## config.mk

```make
export PLATFORM = sky130hd
export DESIGN_NAME = div_unit
export DESIGN_NICKNAME = d
export VERILOG_FILES = /design/src/rtl/div_unit_pkg.sv /design/src/rtl/div_unit.sv
export SDC_FILE = /design/constraint.sdc
export NUM_CORES = 1
export LEC_CHECK = 0
export CAP_MARGIN = 20
export CORE_ASPECT_RATIO = 0.8
export CORE_MARGIN = 2
export CORE_UTILIZATION = 59
export CTS_CLUSTER_SIZE = 30
export DETAILED_ROUTE_END_ITERATION = 10
export PLACE_DENSITY = 0.89
export SLEW_MARGIN = 10
export SYNTH_ARGS = -nofsm -noshare
export SYNTH_HDL_FRONTEND = slang
export SYNTH_SLANG_ARGS = --single-unit
```

## constraint.sdc

```tcl
create_clock -name clk -period 4.3 [get_ports clk]
set_input_delay 0.43 -clock clk [delete_from_list [all_inputs] [get_ports clk]]
set_output_delay 0.43 -clock clk [all_outputs]
set_load 0.1 [all_outputs]
```

## src/rtl/div_unit_pkg.sv

```systemverilog
// Shared encodings for the multi-cycle integer divider: op select and FSM states.
package div_unit_pkg;

    typedef enum logic [1:0] {
        DIV_OP_DIV  = 2'b00,
        DIV_OP_DIVU = 2'b01,
        DIV_OP_REM  = 2'b10,
        DIV_OP_REMU = 2'b11
    } div_op_e;

    typedef enum logic [1:0] {
        ST_IDLE = 2'b00,
        ST_CALC = 2'b01,
        ST_FIX  = 2'b10
    } div_state_e;

    function automatic logic op_is_signed(div_op_e sel);
        return (sel == DIV_OP_DIV) || (sel == DIV_OP_REM);
    endfunction

    function automatic logic op_is_div(div_op_e sel);
        return (sel == DIV_OP_DIV) || (sel == DIV_OP_DIVU);
    endfunction

endpackage

```

## src/rtl/div_unit.sv

```systemverilog
// Radix-2 restoring divider on operand magnitudes with post-correction of signs.
// Divide-by-zero and signed overflow bypass the iteration and finish in one cycle.
module div_unit
    import div_unit_pkg::*;
#(
    parameter int unsigned WIDTH = 32
) (
    input  logic             clk,
    input  logic             rst_n,
    input  logic             start,
    input  logic             flush,
    input  logic [1:0]       op,
    input  logic [WIDTH-1:0] a,
    input  logic [WIDTH-1:0] b,
    output logic             busy,
    output logic             done,
    output logic [WIDTH-1:0] y,
    output logic             div_by_zero
);

    localparam int unsigned CNT_W = $clog2(WIDTH) + 1;
    localparam logic [WIDTH-1:0] MOST_NEG = {1'b1, {(WIDTH-1){1'b0}}};

    div_state_e         state_q, state_d;
    logic [CNT_W-1:0]   count_q, count_d;
    div_op_e            op_q, op_d;
    logic               neg_quo_q, neg_quo_d;
    logic               neg_rem_q, neg_rem_d;
    logic               special_q, special_d;
    logic               dbz_pend_q, dbz_pend_d;
    logic [WIDTH-1:0]   divisor_q, divisor_d;
    logic [WIDTH-1:0]   rem_q, rem_d;
    logic [WIDTH-1:0]   quo_q, quo_d;
    logic               busy_q, busy_d;
    logic               done_q, done_d;
    logic [WIDTH-1:0]   y_q, y_d;
    logic               dbz_q, dbz_d;

    // Request decode on the raw inputs, used only when a start is accepted
    div_op_e            op_in;
    logic               in_signed;
    logic               in_div;
    logic               a_neg;
    logic               b_neg;
    logic [WIDTH-1:0]   a_mag;
    logic [WIDTH-1:0]   b_mag;
    logic               in_zero;
    logic               in_ovf;

    always_comb begin
        op_in     = div_op_e'(op);
        in_signed = op_is_signed(op_in);
        in_div    = op_is_div(op_in);
        a_neg     = in_signed & a[WIDTH-1];
        b_neg     = in_signed & b[WIDTH-1];
        a_mag     = a_neg ? (~a + WIDTH'(1)) : a;
        b_mag     = b_neg ? (~b + WIDTH'(1)) : b;
        in_zero   = (b == '0);
        in_ovf    = in_signed && (a == MOST_NEG) && (b == '1);
    end

    // One restoring step: shift {rem,quo} and trial-subtract with a borrow bit
    logic [WIDTH:0]     shifted;
    logic [WIDTH:0]     diff;
    logic               step_ok;

    always_comb begin
        shifted = {rem_q, quo_q[WIDTH-1]};
        diff    = shifted - {1'b0, divisor_q};
        step_ok = ~diff[WIDTH];
    end

    // Sign correction applied in FIX
    logic [WIDTH-1:0]   quo_fix;
    logic [WIDTH-1:0]   rem_fix;
    logic [WIDTH-1:0]   fix_res;

    always_comb begin
        quo_fix = neg_quo_q ? (~quo_q + WIDTH'(1)) : quo_q;
        rem_fix = neg_rem_q ? (~rem_q + WIDTH'(1)) : rem_q;
        if (special_q) begin
            fix_res = quo_q;
        end else if (op_is_div(op_q)) begin
            fix_res = quo_fix;
        end else begin
            fix_res = rem_fix;
        end
    end

    // Next-state and output logic
    always_comb begin
        state_d    = state_q;
        count_d    = count_q;
        op_d       = op_q;
        neg_quo_d  = neg_quo_q;
        neg_rem_d  = neg_rem_q;
        special_d  = special_q;
        dbz_pend_d = dbz_pend_q;
        divisor_d  = divisor_q;
        rem_d      = rem_q;
        quo_d      = quo_q;
        busy_d     = busy_q;
        done_d     = 1'b0;
        y_d        = y_q;
        dbz_d      = dbz_q;

        unique case (state_q)
            ST_IDLE: begin
                busy_d = 1'b0;
                if (start && !flush) begin
                    op_d       = op_in;
                    neg_quo_d  = in_div & (a_neg ^ b_neg);
                    neg_rem_d  = ~in_div & a_neg;
                    divisor_d  = b_mag;
                    rem_d      = '0;
                    count_d    = '0;
                    busy_d     = 1'b1;
                    if (in_zero) begin
                        special_d  = 1'b1;
                        dbz_pend_d = 1'b1;
                        quo_d      = in_div ? '1 : a;
                        state_d    = ST_FIX;
                    end else if (in_ovf) begin
                        special_d  = 1'b1;
                        dbz_pend_d = 1'b0;
                        quo_d      = in_div ? MOST_NEG : '0;
                        state_d    = ST_FIX;
                    end else begin
                        special_d  = 1'b0;
                        dbz_pend_d = 1'b0;
                        quo_d      = a_mag;
                        state_d    = ST_CALC;
                    end
                end
            end

            ST_CALC: begin
                if (flush) begin
                    state_d = ST_IDLE;
                    busy_d  = 1'b0;
                    count_d = '0;
                end else begin
                    rem_d   = step_ok ? diff[WIDTH-1:0] : shifted[WIDTH-1:0];
                    quo_d   = {quo_q[WIDTH-2:0], step_ok};
                    count_d = count_q + CNT_W'(1);
                    if (count_q == CNT_W'(WIDTH - 1)) begin
                        state_d = ST_FIX;
                    end
                end
            end

            ST_FIX: begin
                state_d = ST_IDLE;
                busy_d  = 1'b0;
                count_d = '0;
                if (!flush) begin
                    y_d    = fix_res;
                    dbz_d  = dbz_pend_q;
                    done_d = 1'b1;
                end
            end

            default: begin
                state_d = ST_IDLE;
                busy_d  = 1'b0;
                count_d = '0;
            end
        endcase
    end

    always_ff @(posedge clk or negedge rst_n) begin
        if (!rst_n) begin
            state_q    <= ST_IDLE;
            count_q    <= '0;
            op_q       <= DIV_OP_DIV;
            neg_quo_q  <= 1'b0;
            neg_rem_q  <= 1'b0;
            special_q  <= 1'b0;
            dbz_pend_q <= 1'b0;
            divisor_q  <= '0;
            rem_q      <= '0;
            quo_q      <= '0;
            busy_q     <= 1'b0;
            done_q     <= 1'b0;
            y_q        <= '0;
            dbz_q      <= 1'b0;
        end else begin
            state_q    <= state_d;
            count_q    <= count_d;
            op_q       <= op_d;
            neg_quo_q  <= neg_quo_d;
            neg_rem_q  <= neg_rem_d;
            special_q  <= special_d;
            dbz_pend_q <= dbz_pend_d;
            divisor_q  <= divisor_d;
            rem_q      <= rem_d;
            quo_q      <= quo_d;
            busy_q     <= busy_d;
            done_q     <= done_d;
            y_q        <= y_d;
            dbz_q      <= dbz_d;
        end
    end

    assign busy        = busy_q;
    assign done        = done_q;
    assign y           = y_q;
    assign div_by_zero = dbz_q;

endmodule

```

Yosys cells after proc, flatten, opt, wreduce, memory -nomap -nowiden. Cells that the tools add are included.

Register bits: 145. Bits of input ports: 70.

Reductions and logical operators: 16. Add/sub/neg operators: 6. Bitwise logic cells: 12. Mux-type cells: 34. Eq/ne operators: 12.

Operators by type and width (count): $mux 32 (15); $add 32x1->32 const B (4); $not 32->32 (4); $pmux 32 s2 (2); $eq 32x32->1 const B (2); $sub 33x32->33 (1); $logic_not 32->1 (1); $mux 6 (2); $pmux 6 s2 (1); $mux 2 (5); $mux 1 (7); $add 6x1->6 const B (1); $eq 2x1->1 const B (3); $eq 6x5->1 const B (1); $logic_not 2->1 (3); $ne 2x2->1 const B (3); $reduce_and 2->1 (3); $and 1x1->1 (4); $eq 2x2->1 const B (2); $pmux 2 s2 (1); $logic_and 1x1->1 (3); $logic_or 1x1->1 (3); $ne 3x3->1 const B (1); $not 1->1 (3); other kinds (5) (5).

Depth between registers and ports, before layout.
Word-level depth: 8. Gate-level depth with buffers: 13.

Worst setup path before layout. No wires, ideal clock.

Path kind: register to register. Start: register rem_q[4]. End: register rem_q[31]. Required time: 4231 ps. Clock period less this slack: 3348 ps. Stages on the path, launching flop included: 11. Setup slack: 952 ps. Data arrival time: 3279 ps. Cell sequence: dfrtp_1 > ha_1 > a21o_1 > a2111oi_0 > nand2b_1 > a221oi_2 > o21ai_1 > mux2i_1 > nor2_1 > or4b_2 > nand3_1.

Word-level cells in the longest chain between the ends: 4.

RTL lines: start, declared (RTL line div_unit.sv:32) `logic [WIDTH-1:0] rem_q, rem_d;`; start signal, assigned (RTL line div_unit.sv:196) `rem_q <= rem_d;`; $sub 33x32->33 (RTL line div_unit.sv:69) `diff = shifted - {1'b0, divisor_q};`; $mux 32 (RTL line div_unit.sv:143) `rem_d = step_ok ? diff[WIDTH-1:0] : shifted[WIDTH-1:0];`; $mux 32 (RTL line div_unit.sv:138) `if (flush) begin`; $pmux 32 s2 (RTL line div_unit.sv:107) `unique case (state_q)`.

No other way between the ends. The select of a mux whose other input is x is not followed. A chain may end at the register's enable or synchronous reset.

Worst setup path in the final report. Ends and elaborated chain as after synthesis.

==> impl_metrics.py <==
metrics = {
    "critical_path": {
        "crit_required_ns": 4.67,
        "critical_path_buf_inv_count": 0,
        "crit_arrival_ns": 4.23,
        "critPathCaptureType": "flop",
        "reg2reg_from": "rem_q[4]",
        "r2r_cells": 10,
        "crit_chain": "ha_1 -> a21o_1 -> a2111oi_0 -> nand2b_1 -> a221oi_2 -> o21ai_1 -> mux2i_1 -> nor2_4 -> or4b_2 -> nand3_1",
        "cp_top_family": "compound AO/OA/AOI/OAI gates",
        "critical_path.max_fanout": 11,
        "startpoint_type": "flop",
        "rr_endpoint": "rem_q[31]",
        "slowest_stage": "or4b_2",
        "r2r_setup_slack_ns": 0.45,
        "path_class": "reg -> reg",
        "slowest_delay_ns": 0.63,
    },
    "final_layout": {
        "fin_cells": 1770,
        "mostFrequentLayoutCells": "o21ai_0 (211), nand2_1 (172), dfrtp_1 (144), nor2_1 (118), clkdlybuf4s50_1 (103)",
        "synthToLayoutAreaGrowth_pct": 16.43,
        "drive_gt1_share_pct": 5.405,
        "fill_cells": 1419,
        "final_nets": 1613,
        "layout_commonest_cell": "o21ai_0",
        "diodes": 0,
        "postLayoutCellArea_um2": 12990,
    },
    "clock_tree": {
        "cts_tree": "done",
        "clock-sinks": 144,
        "numCtsBuffers": 17,
        "holdBufCountCts": 0,
        "root_buffer": "clkbuf_16",
        "clock_latency_ns": 0.44,
        "ctsResizeCount": 0,
        "clock_tree.buffer_depth": 2,
        "clk_pin_slew_ns": 0.07,
        "htree_levels": 4,
        "post_cts_buffers": 0,
    },
    "synthesis": {
        "yosysTopAreaCell": "dfrtp_1",
        "synth_nets": 1552,
        "synthTopCellsByArea": "dfrtp_1 (32%), o21ai_0 (9.5%), nand2_1 (5.8%), a21oi_1 (4.4%), ha_1 (4.3%)",
        "ys_types": 64,
        "syn-cell-area_um2": 11160,
        "async_reset_ff_share_pct": 100.0,
        "yosys_warnings": 0,
        "ys_seq_elements": 144,
        "synth_top_flop_cell": "dfrtp_1",
        "synth_edf_count": 0,
        "avgSynthCellArea_um2": 7.731,
        "synth_top_area_share_pct": 32.30,
        "yosysSeqAreaShare_pct": 32.30,
        "synthCells": 1443,
    },
    "grt": {
        "grt_pass1_vias": 10450,
        "grt_max_degree": 96,
        "grt_pass1_wl_um": 56410,
        "antenna_found_initial": 0,
        "overflow": 0,
        "grt_usage_pct": 35.88,
    },
    "routing": {
        "wl_per_cell_um": 19.72,
        "wl_met3_um": 4489,
        "drc": 0,
        "wl_met1_um": 14880,
        "route.met2.wl_um": 14790,
        "viasPerCell": 6.555,
        "first_iter_violations": 1401,
        "wl_um": 34910,
        "highest_layer": "met4",
        "antenna_left": 0,
        "drt_first_pass_iters": 7,
        "vias": 11600,
    },
    "power_and_ir_drop": {
        "power_density_nw_per_um2": 371.8,
        "vdd_drop_max_mv": 0.2648,
        "seqPwrFrac_pct": 37.0,
        "swShare_pct": 38.38,
        "intPower_mw": 2.975,
        "p_sw_mw": 1.853,
        "p_leak_nw": 5.459,
        "p_clk_share_pct": 32.1,
        "combPwrFrac_pct": 30.9,
    },
    "sta": {
        "rsz0062_at_grt": "no",
        "fin_skew_ns": 0.01103,
        "report.final.setup_viol": 0,
        "hold_viol": 0,
        "setup_slack_ns": 0.4464,
        "timing.fmax_mhz": 259.5,
        "tightest_slew_ns": 1.033,
        "hold_slack_ns": 0.09103,
        "tns_ns": 0,
        "post-route-min-period_ns": 3.854,
        "slew_headroom_pct": 30.94,
        "layout_worst_path_cycle_share_pct": 89.62,
        "drv_slew": 0,
    },
    "floorplanning": {
        "die_h_um": 127.0,
        "ios": 105,
        "dieArea_um2": 20030,
        "rows": 44,
        "start_util_pct": 60.85,
        "coreArea_um2": 18330,
        "die_w_um": 157.7,
    },
    "hold_path": {
        "hold_class": "in -> async",
    },
    "placement": {
        "post-dp-hpwl_um": 25090,
        "post_dp_cell_area_um2": 12380,
        "gp_congestion": 1.004,
        "pre_cts_ws_ns": 0.4020,
        "portBuffers": 104,
        "dp_cells": 1738,
    },
    "flow_run": {
        "max-cap-violations": 0,
    },
    "run_status": {
        "status": "finished, final reports clean",
    },
}
[metal layers]
metal / vias to the layer above / global-route usage, %
met5: - / 0
met4: 0 / 9.251
met3: 74 / 8.582
met2: 748 / 51.61
met1: 5434 / 54.23
li1: 5347 / -
[synthesized netlist by cell type, drive strengths merged (16+ instances only)]
cell,instances
inv,59
clkbuf,69
nand3,28
or4,18
nand2,173
nand2b,16
o21ai,218
a21oi,97
o31ai,24
o22ai,16
a31oi,20
xnor2,44
or3,23
mux2i,29
xor2,45
ha,38
nor2b,19
nor2,120
a221oi,20
nor3,31
dfrtp,144
[layout make-up]
type | instances | area [um^2] | share of cell area, %
Inverter | 59 | 221.5 | 1.705
Clock buffer | 17 | 425.4 | 3.275
Timing Repair Buffer | 126 | 1220 | 9.392
Multi-Input combinational cell | 1156 | 7015 | 54.01
Sequential cell | 144 | 3603 | 27.74
Clock inverter | 15 | 186.4 | 1.435
Tap cell | 253 | 316.6 | 2.437
[logic make-up (layout without fill, tap and decap cells)]
family          count (synthesis)  after routing  synth area share (%)
flops                         144            144                 32.30
mux                            29             29                 2.602
fa+ha+maj                      39             39                 4.441
xor+xnor                       89             89                 6.987
buf+inv                       143            217                 4.924
simple gates                  492            492                 21.13
compound gates                507            507                 27.61
[stage by stage]
stage | utilization [%] | total power [mW]
2_1_floorplan | - | 2.720
3_3_place_gp | 67.51 | 3.161
3_5_place_dp | 67.51 | 3.212
4_1_cts | 70.85 | 4.763
5_1_grt | 70.85 | 5.064
6_report | 70.85 | 4.829
[state kept, by name, indices dropped and copies added, names as in the netlist, 2 cells and up]
| name | count |
|---|---|
| divisor_q | 32 |
| y | 32 |
| count_q | 6 |
| state_q | 2 |
| quo_q | 32 |
| rem_q | 32 |
[power by group through the flow]
stage / registers, mW / clock network (mW) / logic, mW
after floorplan: 1.68 / 0 / 1.04
after global placement: 1.77 / 0 / 1.39
after detailed placement: 1.78 / 0 / 1.43
after CTS: 1.76 / 1.55 / 1.45
after global routing: 1.80 / 1.62 / 1.64
final: 1.79 / 1.55 / 1.49
[worst max-delay path by stage]
stage	from	to	slack, ns	cells after the start
final	rem_q[4]	rem_q[31]	0.45	10
after global routing	rem_q[4]	rem_q[31]	0.38	10
after floorplan	rem_q[4]	rem_q[31]	0.95	10
after detailed placement	a[1]	quo_q[27]	0.40	11
after global placement	a[0]	quo_q[24]	0.52	11
after CTS	rem_q[4]	rem_q[31]	0.57	10
Note: power is estimated with default switching activity, not from simulation.
==> RTL edit (config.mk and constraints unchanged) <==
Re-encode `div_state_e` (3 states) as one-hot, 3 bits wide.
--- a/src/rtl/div_unit_pkg.sv
+++ b/src/rtl/div_unit_pkg.sv
@@ -9,8 +9,8 @@
     } div_op_e;
 
-    typedef enum logic [1:0] {
-        ST_IDLE = 2'b00,
-        ST_CALC = 2'b01,
-        ST_FIX  = 2'b10
+    typedef enum logic [2:0] {
+        ST_IDLE = 3'b001,
+        ST_CALC = 3'b010,
+        ST_FIX  = 3'b100
     } div_state_e;
 
Check against the original RTL: no difference found for any inputs over 10 cycles, from zero or initial values and one cycle with rst_n low; not proved beyond that.
==> RTL edit against the unedited design <==
  * Via count about the same
  * Sequential cell count up 1
  * Setup slack better by 0.11 ns
  * Final area down 0.26%
  * Power down 3.6%
  * Cell count down 0.90%
  * Routed wire length up 0.39%
  * Area after synthesis down 0.40%
  * Global-route usage down 0.79 points
==> RTL edit: results (changes against the unedited design) <==
** Status
- Run status: complete, no violations (unchanged).

** Cells and area
- The final design instance area without fill came to 13000 um^2 (about the same).
- Clock network area share :: 0.0462 (was 0.0471)
- Number of fill cells :: 1486 (was 1419)
- The number of nets in the layout is 1597 (was 1613).
- Fraction of area in registers :: 0.280 (was 0.277)
- Ratio of cells with drive above 1 in the final layout :: 0.0526 (was 0.0541)
- Fraction of area in multi-input gates :: 0.536 (was 0.540)
- Buffer count excluding the clock tree in the final layout :: 124 (was 126)
- Multi-input combinational cell count :: 1141 (was 1156)

** Placement
- Half-perimeter wire length of the detailed placement result :: 25.3 mm (was 25.1 mm)
- The placer congestion estimate is 0.992 (was 1.00).
- Total placed instance area :: 12300 um^2 (was 12400 um^2)

** Timing
- Relative max-transition margin :: 0.330 (was 0.309)
- Setup Skew :: 0.00932 ns (was 0.0110 ns)
- The final hold slack came to 0.403 ns (was 0.0910 ns).

** Drt
- The detailed-routing iteration count for the pre-antenna-repair pass is 6 (was 7).
- The ratio of routed vias to standard cells is 6.62 (was 6.56).
- DRC violation total after the first TritonRoute iteration :: 1571 (was 1401)

** GRT
- Number of global-route vias before repair :: 10200 (was 10500)
- The first-pass GRT wire length came to 54.9 mm (was 56.4 mm).

** Logic synthesis
- Top cell types by occurrence after synthesis :: sky130_fd_sc_hd__o21ai_0 (175), sky130_fd_sc_hd__nand2_1 (165), sky130_fd_sc_hd__dfrtp_1 (144) (was sky130_fd_sc_hd__o21ai_0 (211), sky130_fd_sc_hd__nand2_1 (173), sky130_fd_sc_hd__dfrtp_1 (144))
- The share of the synthesized area in compound gates (AO/OA/AOI/OAI) was 0.271 (was 0.276).
- The adder-cell share of the synthesized area was 0.0446 (was 0.0444).
- The synthesized netlist net count is 1535 (was 1552).
- Top cells by area, synth: sky130_fd_sc_hd__dfrtp_1 (32%), sky130_fd_sc_hd__o21ai_0 (7.9%), sky130_fd_sc_hd__nand2_1 (5.6%), sky130_fd_sc_hd__a21oi_1 (5.5%), sky130_fd_sc_hd__ha_1 (4.3%) (was sky130_fd_sc_hd__dfrtp_1 (32%), sky130_fd_sc_hd__o21ai_0 (9.5%), sky130_fd_sc_hd__nand2_1 (5.8%), sky130_fd_sc_hd__a21oi_1 (4.4%), sky130_fd_sc_hd__ha_1 (4.3%)).

** Worst setup path
- The launch point of the critical path is quo_q[31] (was rem_q[4]).
- The data arrival time of the critical path is 4.01 ns (was 4.23 ns).
- The depth of the worst register-to-register path came to 13 (was 10).
- The register-to-register setup slack came to 0.56 ns (was 0.45 ns).

** Pwr
- The power attributed to combinational cells is 0.00131 W (was 0.00149 W).
- Sequential share of power :: 0.383 (was 0.370)
- Reported leakage power :: 5.38 nW (was 5.46 nW)
- Maximum VDD drop :: 241 uV (was 265 uV)

** CTS
- The total clock sinks is 145 (was 144).
-- RTL edit: changes by cell type in the layout (fill, tap and decap cells not counted), moves of 7 or more --
cell | unedited run | this run
sky130_fd_sc_hd__a21oi_1 | 97 | 123
sky130_fd_sc_hd__a221oi_1 | 19 | 3
sky130_fd_sc_hd__nand2_1 | 172 | 165
sky130_fd_sc_hd__nand4_1 | 12 | 20
sky130_fd_sc_hd__nor2_1 | 118 | 125
sky130_fd_sc_hd__nor2b_1 | 19 | 10
sky130_fd_sc_hd__nor3_1 | 29 | 36
sky130_fd_sc_hd__o21ai_0 | 211 | 175
sky130_fd_sc_hd__o22ai_1 | 16 | 25
sky130_fd_sc_hd__o31ai_1 | 24 | 32
sky130_fd_sc_hd__xnor2_1 | 44 | 51
sky130_fd_sc_hd__xor2_1 | 45 | 38
-- RTL edit: routing by layer --
metal  routed length [um]  track usage  vias up
met1                14900        0.515     5390
li1                     -            -     5340
met5                    0            0        -
met3                 4870        0.124       83
met4                  857        0.104        0
met2                14400        0.485      801
